`config.mk`:
```
export PLATFORM = sky130hd
export DESIGN_NAME = semiring_dot_pipe
export DESIGN_NICKNAME = d
export VERILOG_FILES = /design/src/rtl/simd2_semiring_pkg.sv /design/src/rtl/semiring_lane.sv /design/src/rtl/semiring_dot_pipe.sv
export SDC_FILE = /design/constraint.sdc
export NUM_CORES = 2
export LEC_CHECK = 0
export CAP_MARGIN = 5
export CORE_UTILIZATION = 30
export CTS_CLUSTER_DIAMETER = 150
export DETAILED_ROUTE_END_ITERATION = 12
export HOLD_SLACK_MARGIN = 0.15
export PLACE_DENSITY = 0.46
export SYNTH_ARGS = -nofsm -noshare
export SYNTH_HDL_FRONTEND = slang
export SYNTH_SLANG_ARGS = --single-unit
export TNS_END_PERCENT = 1
```
`constraint.sdc`:
```
create_clock -name clk -period 8.5 [get_ports clk]
set_input_delay 0.85 -clock clk [delete_from_list [all_inputs] [get_ports clk]]
set_output_delay 0.85 -clock clk [all_outputs]
set_load 0.01 [all_outputs]
```
`src/rtl/simd2_semiring_pkg.sv`:
```
// Semiring definitions shared by the dot-product pipeline: mode encoding and the
// lane multiply (x), reduce (+) and (+)-identity operators.
package simd2_semiring_pkg;

  localparam int SR_WMAX = 32;

  typedef enum logic [1:0] {
    MAXMIN  = 2'd0,
    MINMAX  = 2'd1,
    MINPLUS = 2'd2,
    MAXPLUS = 2'd3
  } mode_e;

  typedef logic [SR_WMAX-1:0] sr_word_t;

  // Operators work on zero-extended words; w gives the real lane width (w <= SR_WMAX).
  function automatic sr_word_t sat_max(input int w);
    logic [SR_WMAX:0] one_w;
    one_w = {{SR_WMAX{1'b0}}, 1'b1};
    return sr_word_t'((one_w << w) - one_w);
  endfunction

  function automatic sr_word_t otimes(input mode_e mode, input sr_word_t a, input sr_word_t b,
                                      input int w, output logic sat);
    logic [SR_WMAX:0] sum;
    sr_word_t         lim;
    sr_word_t         res;
    sum = {1'b0, a} + {1'b0, b};
    lim = sat_max(w);
    sat = 1'b0;
    case (mode)
      MAXMIN:  res = (a < b) ? a : b;
      MINMAX:  res = (a > b) ? a : b;
      MINPLUS, MAXPLUS: begin
        if (sum > {1'b0, lim}) begin
          res = lim;
          sat = 1'b1;
        end else begin
          res = sum[SR_WMAX-1:0];
        end
      end
      default: res = '0;
    endcase
    return res;
  endfunction

  function automatic sr_word_t oplus(input mode_e mode, input sr_word_t x, input sr_word_t y);
    sr_word_t res;
    case (mode)
      MAXMIN, MAXPLUS: res = (x > y) ? x : y;
      MINMAX, MINPLUS: res = (x < y) ? x : y;
      default:         res = '0;
    endcase
    return res;
  endfunction

  function automatic sr_word_t oplus_id(input mode_e mode, input int w);
    sr_word_t res;
    case (mode)
      MINMAX, MINPLUS: res = sat_max(w);
      default:         res = '0;
    endcase
    return res;
  endfunction

endpackage

```
`src/rtl/semiring_lane.sv`:
```
// One lane of the (x) stage: registered semiring multiply with a clip flag.
module semiring_lane
  import simd2_semiring_pkg::*;
#(
  parameter int W = 16
) (
  input  logic         clk,
  input  logic         rst_n,
  input  logic         i_en,
  input  mode_e        i_mode,
  input  logic [W-1:0] i_a,
  input  logic [W-1:0] i_b,
  output logic [W-1:0] o_res,
  output logic         o_sat
);

  logic [W-1:0] w_res;
  logic         w_sat;
  logic [W-1:0] r_res;
  logic         r_sat;

  // Lane operator for the current mode.
  always_comb begin
    w_sat = 1'b0;
    w_res = W'(otimes(i_mode, sr_word_t'(i_a), sr_word_t'(i_b), W, w_sat));
  end

  // Lane result register; holds when the pipeline stalls or carries a bubble.
  always_ff @(posedge clk or negedge rst_n) begin
    if (!rst_n) begin
      r_res <= '0;
      r_sat <= 1'b0;
    end else if (i_en) begin
      r_res <= w_res;
      r_sat <= w_sat;
    end
  end

  assign o_res = r_res;
  assign o_sat = r_sat;

endmodule

```
`src/rtl/semiring_dot_pipe.sv`:
```
// Pipelined K-lane semiring dot product: input register, lane (x), one (+) tree level
// per stage, and a last stage that combines the final tree level with the c fold.
module semiring_dot_pipe
  import simd2_semiring_pkg::*;
#(
  parameter int W = 16,
  parameter int K = 8
) (
  input  logic           clk,
  input  logic           rst_n,
  input  logic           in_valid,
  output logic           in_ready,
  input  logic [1:0]     in_mode,
  input  logic           in_acc_en,
  input  logic [K*W-1:0] in_a,
  input  logic [K*W-1:0] in_b,
  input  logic [W-1:0]   in_c,
  output logic           out_valid,
  input  logic           out_ready,
  output logic [W-1:0]   out_data,
  output logic           out_sat
);

  localparam int L   = $clog2(K);
  localparam int LAT = L + 2;

  // Tree nodes are stored level after level; level lv starts at this index.
  function automatic int lvl_off(input int lv);
    return (2 * K) - ((2 * K) >> lv);
  endfunction

  logic           w_adv;
  logic [K*W-1:0] r_a;
  logic [K*W-1:0] r_b;
  logic [L:0]     r_valid;
  logic [L:0]     r_acc;
  logic [L:0]     r_sat;
  logic [W-1:0]   r_c    [L+1];
  mode_e          r_mode [L+1];
  logic [L:0]     w_sat_cur;
  logic [K-1:0]   w_lane_sat;
  logic [W-1:0]   w_node [2*K-2];
  logic [W-1:0]   w_red  [K-1];
  logic [W-1:0]   w_base;
  logic [W-1:0]   w_fold;
  logic           r_out_valid;
  logic [W-1:0]   r_out_data;
  logic           r_out_sat;

  assign w_adv    = !r_out_valid || out_ready;
  assign in_ready = w_adv;

  // Input capture and per-stage sideband (valid, mode, acc_en, c, sat) shifting.
  always_ff @(posedge clk or negedge rst_n) begin
    if (!rst_n) begin
      r_a     <= '0;
      r_b     <= '0;
      r_valid <= '0;
      r_acc   <= '0;
      r_sat   <= '0;
      for (int s = 0; s <= L; s++) begin
        r_c[s]    <= '0;
        r_mode[s] <= MAXMIN;
      end
    end else if (w_adv) begin
      r_valid[0] <= in_valid;
      if (in_valid) begin
        r_a       <= in_a;
        r_b       <= in_b;
        r_mode[0] <= mode_e'(in_mode);
        r_acc[0]  <= in_acc_en;
        r_c[0]    <= in_c;
        r_sat[0]  <= 1'b0;
      end
      for (int s = 1; s <= L; s++) begin
        r_valid[s] <= r_valid[s-1];
        if (r_valid[s-1]) begin
          r_mode[s] <= r_mode[s-1];
          r_acc[s]  <= r_acc[s-1];
          r_c[s]    <= r_c[s-1];
          r_sat[s]  <= w_sat_cur[s-1];
        end
      end
    end
  end

  for (genvar g = 0; g < K; g++) begin : g_lane
    semiring_lane #(.W(W)) u_lane (
      .clk    (clk),
      .rst_n  (rst_n),
      .i_en   (w_adv && r_valid[0]),
      .i_mode (r_mode[0]),
      .i_a    (r_a[g*W +: W]),
      .i_b    (r_b[g*W +: W]),
      .o_res  (w_node[g]),
      .o_sat  (w_lane_sat[g])
    );
  end

  // Lane clip flags join the transaction's sat bit as it leaves the lane stage.
  always_comb begin
    w_sat_cur = r_sat;
    w_sat_cur[1] = r_sat[1] | (|w_lane_sat);
  end

  for (genvar lv = 1; lv <= L; lv++) begin : g_lvl
    for (genvar j = 0; j < (K >> lv); j++) begin : g_node
      localparam int SRC = lvl_off(lv - 1) + 2 * j;
      localparam int DST = lvl_off(lv) - K + j;
      assign w_red[DST] = W'(oplus(r_mode[lv], sr_word_t'(w_node[SRC]), sr_word_t'(w_node[SRC+1])));
      if (lv < L) begin : g_reg
        logic [W-1:0] r_q;
        // Tree level register, loaded only when its source stage holds a transaction.
        always_ff @(posedge clk or negedge rst_n) begin
          if (!rst_n) begin
            r_q <= '0;
          end else if (w_adv && r_valid[lv]) begin
            r_q <= w_red[DST];
          end
        end
        assign w_node[lvl_off(lv) + j] = r_q;
      end
    end
  end

  // Final fold of c (or the (+)-identity); min/max cannot clip, so sat is unchanged.
  always_comb begin
    w_base = r_acc[L] ? r_c[L] : W'(oplus_id(r_mode[L], W));
    w_fold = W'(oplus(r_mode[L], sr_word_t'(w_red[K-2]), sr_word_t'(w_base)));
  end

  // Output register; frozen while the result waits on out_ready.
  always_ff @(posedge clk or negedge rst_n) begin
    if (!rst_n) begin
      r_out_valid <= 1'b0;
      r_out_data  <= '0;
      r_out_sat   <= 1'b0;
    end else if (w_adv) begin
      r_out_valid <= r_valid[L];
      if (r_valid[L]) begin
        r_out_data <= w_fold;
        r_out_sat  <= w_sat_cur[L];
      end
    end
  end

  assign out_valid = r_out_valid;
  assign out_data  = r_out_data;
  assign out_sat   = r_out_sat;

  localparam int UNUSED_LAT = LAT;

endmodule
```
# ---- Yosys cells after proc, flatten, opt, wreduce, memory -nomap -nowiden
# Index checks and enable logic that the tools add are counted.
dict set report op_classes {
  n_addsub 8
  magnitude_cmp 40
  eq_ne 12
  muxes 74
  n_reduce_logical 22
}
# op n
set op_table {}
lappend op_table {{$mux W16} 42}
lappend op_table {{$pmux W16 S3} 8}
lappend op_table {{$gt A16 B16 Y1} 16}
lappend op_table {{$lt A16 B16 Y1} 16}
lappend op_table {{$pmux W16 S2} 8}
lappend op_table {{$add A16 B16 Y17} 8}
lappend op_table {{$gt A17 B16 Y1 const B} 8}
lappend op_table {{$eq A2 B2 Y1 const B} 8}
lappend op_table {{$mux W1} 16}
lappend op_table {{$reduce_or A2 Y1} 7}
lappend op_table {{$reduce_and A2 Y1} 5}
lappend op_table {{$eq A2 B1 Y1 const B} 4}
lappend op_table {{$logic_not A2 Y1} 4}
lappend op_table {{$reduce_or A8 Y1} 1}
lappend op_table {{$logic_and A1 B1 Y1} 3}
lappend op_table {{$logic_not A1 Y1} 1}
lappend op_table {{$logic_or A1 B1 Y1} 1}
dict set report totals {
  ff_bits 588
  inputBits 279
  output_inout_bits 19
  elab_cells 198
}

# ---- Depth between registers and ports, before layout
dict set report logic_depth {
  depth_word 7
  depth_mapped 20
  depth_no_buf 18
}

# ---- Cells and area by module
# Synthesis repeated with hierarchy kept, for this count alone.
dict set report hier_totals {
  cells_unflattened 3927
  hier_area_um2 38924.8
}
# mod n_inst cells_each area_each_um2 seq_area_each_um2
set by_module_without_submodules {}
lappend by_module_without_submodules {semiring_dot_pipe 1 1691 21460.6 11310.8}
lappend by_module_without_submodules {{semiring_lane at g_lane[1].u_lane ...} 6 280 2172.1 425.4}
lappend by_module_without_submodules {{semiring_lane at g_lane[7].u_lane} 1 292 2398.6 425.4}
lappend by_module_without_submodules {{semiring_lane at g_lane[0].u_lane} 1 264 2033.2 425.4}

# ---- Least setup slack after synthesis
# Ideal clock, no wire load.
dict set report synth_path {
  path_type {register to register}
  from {register g_lvl[2].g_node[0].g_reg.r_q[9]}
  to {register r_out_data[10], in the netlist out_data[10]}
  setup_time_ns 0.066
  t_arrival_ns 4.500
  required_ns 8.434
  path_slack_ns 3.934
  path_stages_with_launch 19
  n_path_buf 2
  period_less_slack_ns 4.566
  path_cell_list {dfrtp_1 > ha_1 > a21o_1 > a211o_1 > o211ai_1 > a21oi_1 > a2111oi_2 > mux2i_2 > buf_2 > mux2_2 > ha_1 > nand4_1 > nor2_1 > o211ai_1 > and3_1 > nor3_1 > clkbuf_1 > o21a_1 > a221o_1}
}
dict set report synth_via {
  elab_chain_cells 6
  word_cells_on_any_way 10
  classes_between {order compare: 4; mux: 6}
}
# item line
set synth_lines {}
lappend synth_lines {{start, declared} semiring_dot_pipe.sv:112} ;# logic [W-1:0] r_q;
lappend synth_lines {{start signal, assigned} semiring_dot_pipe.sv:118} ;# r_q <= w_red[DST];
lappend synth_lines {{$lt A16 B16 Y1 / $gt A16 B16 Y1 (equally long branches)} {simd2_semiring_pkg.sv:51, simd2_semiring_pkg.sv:50}}
lappend synth_lines {{$mux W16, on equally long branches} {simd2_semiring_pkg.sv:51, simd2_semiring_pkg.sv:50}}
lappend synth_lines {{$pmux W16 S2 *} simd2_semiring_pkg.sv:49} ;# case (mode)
lappend synth_lines {{$lt A16 B16 Y1 / $gt A16 B16 Y1 (equally long branches)} {simd2_semiring_pkg.sv:51, simd2_semiring_pkg.sv:50}}
lappend synth_lines {{$mux W16, on equally long branches} {simd2_semiring_pkg.sv:51, simd2_semiring_pkg.sv:50}}
lappend synth_lines {{$pmux W16 S2 *} simd2_semiring_pkg.sv:49}
lappend synth_lines {{end signal, assigned} semiring_dot_pipe.sv:141} ;# r_out_data <= w_fold;
lappend synth_lines {{end, declared} semiring_dot_pipe.sv:47} ;# logic [W-1:0] r_out_data;
# Every way passes the cells marked *; elsewhere a longest branch is shown, timed or not.
# A chain may end at the register's enable or synchronous reset.

# ---- Worst setup path in the final report
dict set report layout_path {
  from {register g_lvl[2].g_node[0].g_reg.r_q[9]}
  to {register r_out_data[0], in the netlist out_data[0]}
}
# The elaborated chain is that of the path after synthesis.

==> metrics.txt <==
status=complete, no violations; vias in the first global route=29.3k; # resized after CTS=0; Cell variety after synth=80; CTS tree=done; CP Capture Type=register; Fin. Hold Viols=0; Switching Share=44.4%; die height=357 um; min Tclk post-route=5760 ps; Post-Route WL=119000 um; RePlAce Congestion=0.869; die width=357 um; GRT overflow=0; CTS Hold Bufs=0; Avg Cell Area, Syn=9.87 um^2; post-synthesis mux area share=12.8%; PwrDens=406 nW/um^2; number of port buffers=297; yosys warns=0; share of layout cells above drive strength 1=13.5%; worst r2r dst=out_data[0]; DPL Wire Length=88400 um; first-pass GRT wire length=182000 um; Synth Instances=3841; DRC=0; dpl cell area=42600 um^2; DR WL/cell=20.5 um; Leak=20.5 nW; maximum VDD drop=0.148 mV; Worst-Skew Late Latency=680 ps; initial antenna violation count=3; Slew Limit Fails=0; Yosys reg bits=588; Worst Path Required=9070 ps; Nets=4741; critical path launch point type=register; Area Growth Syn to Fin=19.4%; FFs w/ async S/R, synth=100%; Max Clk Rate=0.174 GHz; Via Count=29.2k; Die Area=128000 um^2; First DRT Iteration DRCs=1885; Setup TNS=0 ps; Synth Net Count=4512; DR pass1 iterations=9; CTS Buffer Depth=3; share of the synthesized area in the top cell type=38.8%; Critical Path AT=6330 ps; measured slew at the worst slew-check pin=1250 ps; # setup viols final=0; EDFF count, synth=0; Clock Power Share=18.7%; critical-path maximum fanout=16; top cells by area, synth=dfrtp_1, ha_1, mux2_2, inv_1, a21oi_1; critical setup path kind=register to register; Cell Rows=130; post-synth design cell area=37900 um^2; compound-cell area share of the yosys netlist=17.6%; Synth Area in Simple Gates=9.58%; core footprint=125000 um^2; main combinational cell family by area after synthesis=compound AO/OA/AOI/OAI gates; hold crit path type=input pin to asynchronous set/reset pin; Vias/cell=5.06; power share of the combinational group=53.3%; XOR/XNOR Fraction of Synth Area=2.17%; CTS buffer count=75; htree depth=3; leading area contributor after synthesis=dfrtp_1; Post-synth top flop=dfrtp_1; clock sink count=588; synthesized-area fraction occupied by adder cells=13.1%; Post-DRT Antenna Nets=0; Reg2Reg Setup Slack=2740 ps; largest net degree at the start of global routing=157; worst r2r src=g_lvl[2].g_node[0].g_reg.r_q[9]; setup bufs post-CTS=0; max cap viols=0; gr usage total=18.5%; Reg power frac=28.0%; Initial Util=30.2%; R2R cell count=17; clk slew on worst S/H paths=60 ps; IO Count=298; Slew Limit Headroom=16.3%; Sw Pwr=0.00815 W; Seq/Total Area, Yosys=38.8%; internal power=0.0102 W; Worst Skew=29.8 ps; CTS Root Cell=clkbuf_16; Final Cell Area=45300 um^2; crit share post-route=67.7%; Filler cells=12.7k; RSZ-0062 raised after global routing=no
registers in the layout, summed over array words and instances, names as in the netlist:
signal / count
g_lvl.g_node.g_reg.r_q: 96
g_lane.u_lane.o_res: 128
out_sat: 1
r_c: 64
out_data: 16
out_valid: 1
r_valid: 4
r_a: 128
r_mode: 8
r_sat: 2
r_acc: 4
r_b: 128
g_lane.u_lane.o_sat: 8
worst max path at each step:
stage | startpoint | endpoint | slack, ps | cells after the start
2_1_floorplan | g_lvl[2].g_node[0].g_reg.r_q[9] | out_data[10] | 3930 | 18
3_3_place_gp | g_lvl[2].g_node[0].g_reg.r_q[9] | out_data[0] | 2780 | 17
3_5_place_dp | g_lvl[2].g_node[0].g_reg.r_q[9] | out_data[0] | 2720 | 17
4_1_cts | g_lvl[2].g_node[0].g_reg.r_q[9] | out_data[0] | 2700 | 17
5_1_grt | g_lvl[2].g_node[1].g_reg.r_q[9] | out_data[0] | 2380 | 17
6_report | g_lvl[2].g_node[0].g_reg.r_q[9] | out_data[0] | 2740 | 17
metal layers:
| layer | up-vias | routed length [um] | global-route usage, % |
|---|---|---|---|
| met2 | 508 | 53900 | 29.2 |
| li1 | 14300 | - | - |
| met1 | 14300 | 57900 | 26.5 |
| met4 | 0 | 2820 | 4.78 |
| met3 | 133 | 4040 | 2.51 |
| met5 | - | 0 | 0 |
metrics by stage:
step                      setup WS, ps  utilization [%]  hold WS (ps)  total power [W]  std cells
final                             2740             36.1           225           0.0184       5782
after detailed placement          2720             34.0           460           0.0150       5643
after CTS                         2700             36.1           234           0.0185       5781
after global placement            2780             34.0           449           0.0149       5643
after global routing              2380             36.1           268           0.0199       5781
after floorplan                   3930                -           433           0.0119       3841
cells by family after synthesis:
logic type	count (synthesis)
simple gates	771
fa+ha+maj	392
buf+inv	585
mux	438
compound gates	973
xor+xnor	94
flops	588
power by group through the flow:
stage	Sequential (W)	Combinational (W)	Clock [W]
after floorplan	0.00460	0.00727	0
after global placement	0.00517	0.00975	0
after detailed placement	0.00519	0.00977	0
after CTS	0.00515	0.00984	0.00356
after global routing	0.00529	0.0109	0.00366
final	0.00514	0.00979	0.00344
cell usage in the layout, fill, tap and decap left out, types with 12 or more instances in the layout:
master and count:
a221oi_1 51, or3_1 14, a31oi_1 23, ha_1 384
mux2i_1 69, xnor2_1 68, clkbuf_1 14, a221o_1 93
or2_2 12, nand2b_1 31, nor2_1 199, o211ai_1 25
o22ai_1 46, o221ai_1 30, a21o_1 60, a211oi_1 91
xor2_1 26, buf_4 33, nor3_1 59, nand2_1 252
nand4_1 55, nor2b_1 44, clkbuf_8 19, dfrtp_1 587
mux2_2 359, clkbuf_16 78, nand3_1 29, a21oi_1 259
clkdlybuf4s50_1 296, nor4_1 21, o31ai_1 14, o21ai_0 140
o21bai_1 21, o21a_1 34, inv_1 401
critical path: stages (launching register included):
cell and delay (ps):
dfrtp_1 400, ha_1 320, a21o_1 170, a211o_1 280, o211ai_1 90, a21oi_1 110
a2111oi_2 360, mux2i_2 1030, mux2_2 460, ha_1 320, a21o_1 180, a21oi_1 140
o221ai_1 130, o211ai_1 130, a31oi_1 140, o22ai_1 970, o21ai_0 270, o311ai_1 140
area by class of cell:
type	instances	area, um^2	area share [%]
Clock inverter	27	383	0.846
Clock buffer	111	2270	5.01
Antenna cell	1	2.50	0.00553
Tap cell	1650	2060	4.56
Sequential cell	588	14700	32.5
Timing Repair Buffer	334	3310	7.30
Multi-Input combinational cell	2668	21000	46.4
Inverter	403	1510	3.34
synthesized netlist by cell type (23+ instances only):
| cell type | count |
|---|---|
| o22ai_1 | 46 |
| nor2_1 | 201 |
| a21o_1 | 60 |
| xnor2_1 | 68 |
| nand3_1 | 29 |
| nor2b_1 | 44 |
| ha_1 | 384 |
| mux2_2 | 359 |
| a211oi_1 | 91 |
| a221o_1 | 93 |
| o21ai_0 | 140 |
| a221oi_1 | 51 |
| nand4_1 | 55 |
| dfrtp_1 | 588 |
| nor3_1 | 59 |
| inv_1 | 401 |
| nand2b_1 | 31 |
| o211ai_1 | 25 |
| mux2i_1 | 73 |
| clkbuf_1 | 149 |
| a21oi_1 | 260 |
| nand2_1 | 256 |
| o221ai_1 | 30 |
| o21a_1 | 34 |
| xor2_1 | 26 |
| a31oi_1 | 23 |
No activity file was read; power rests on OpenSTA's default activity.
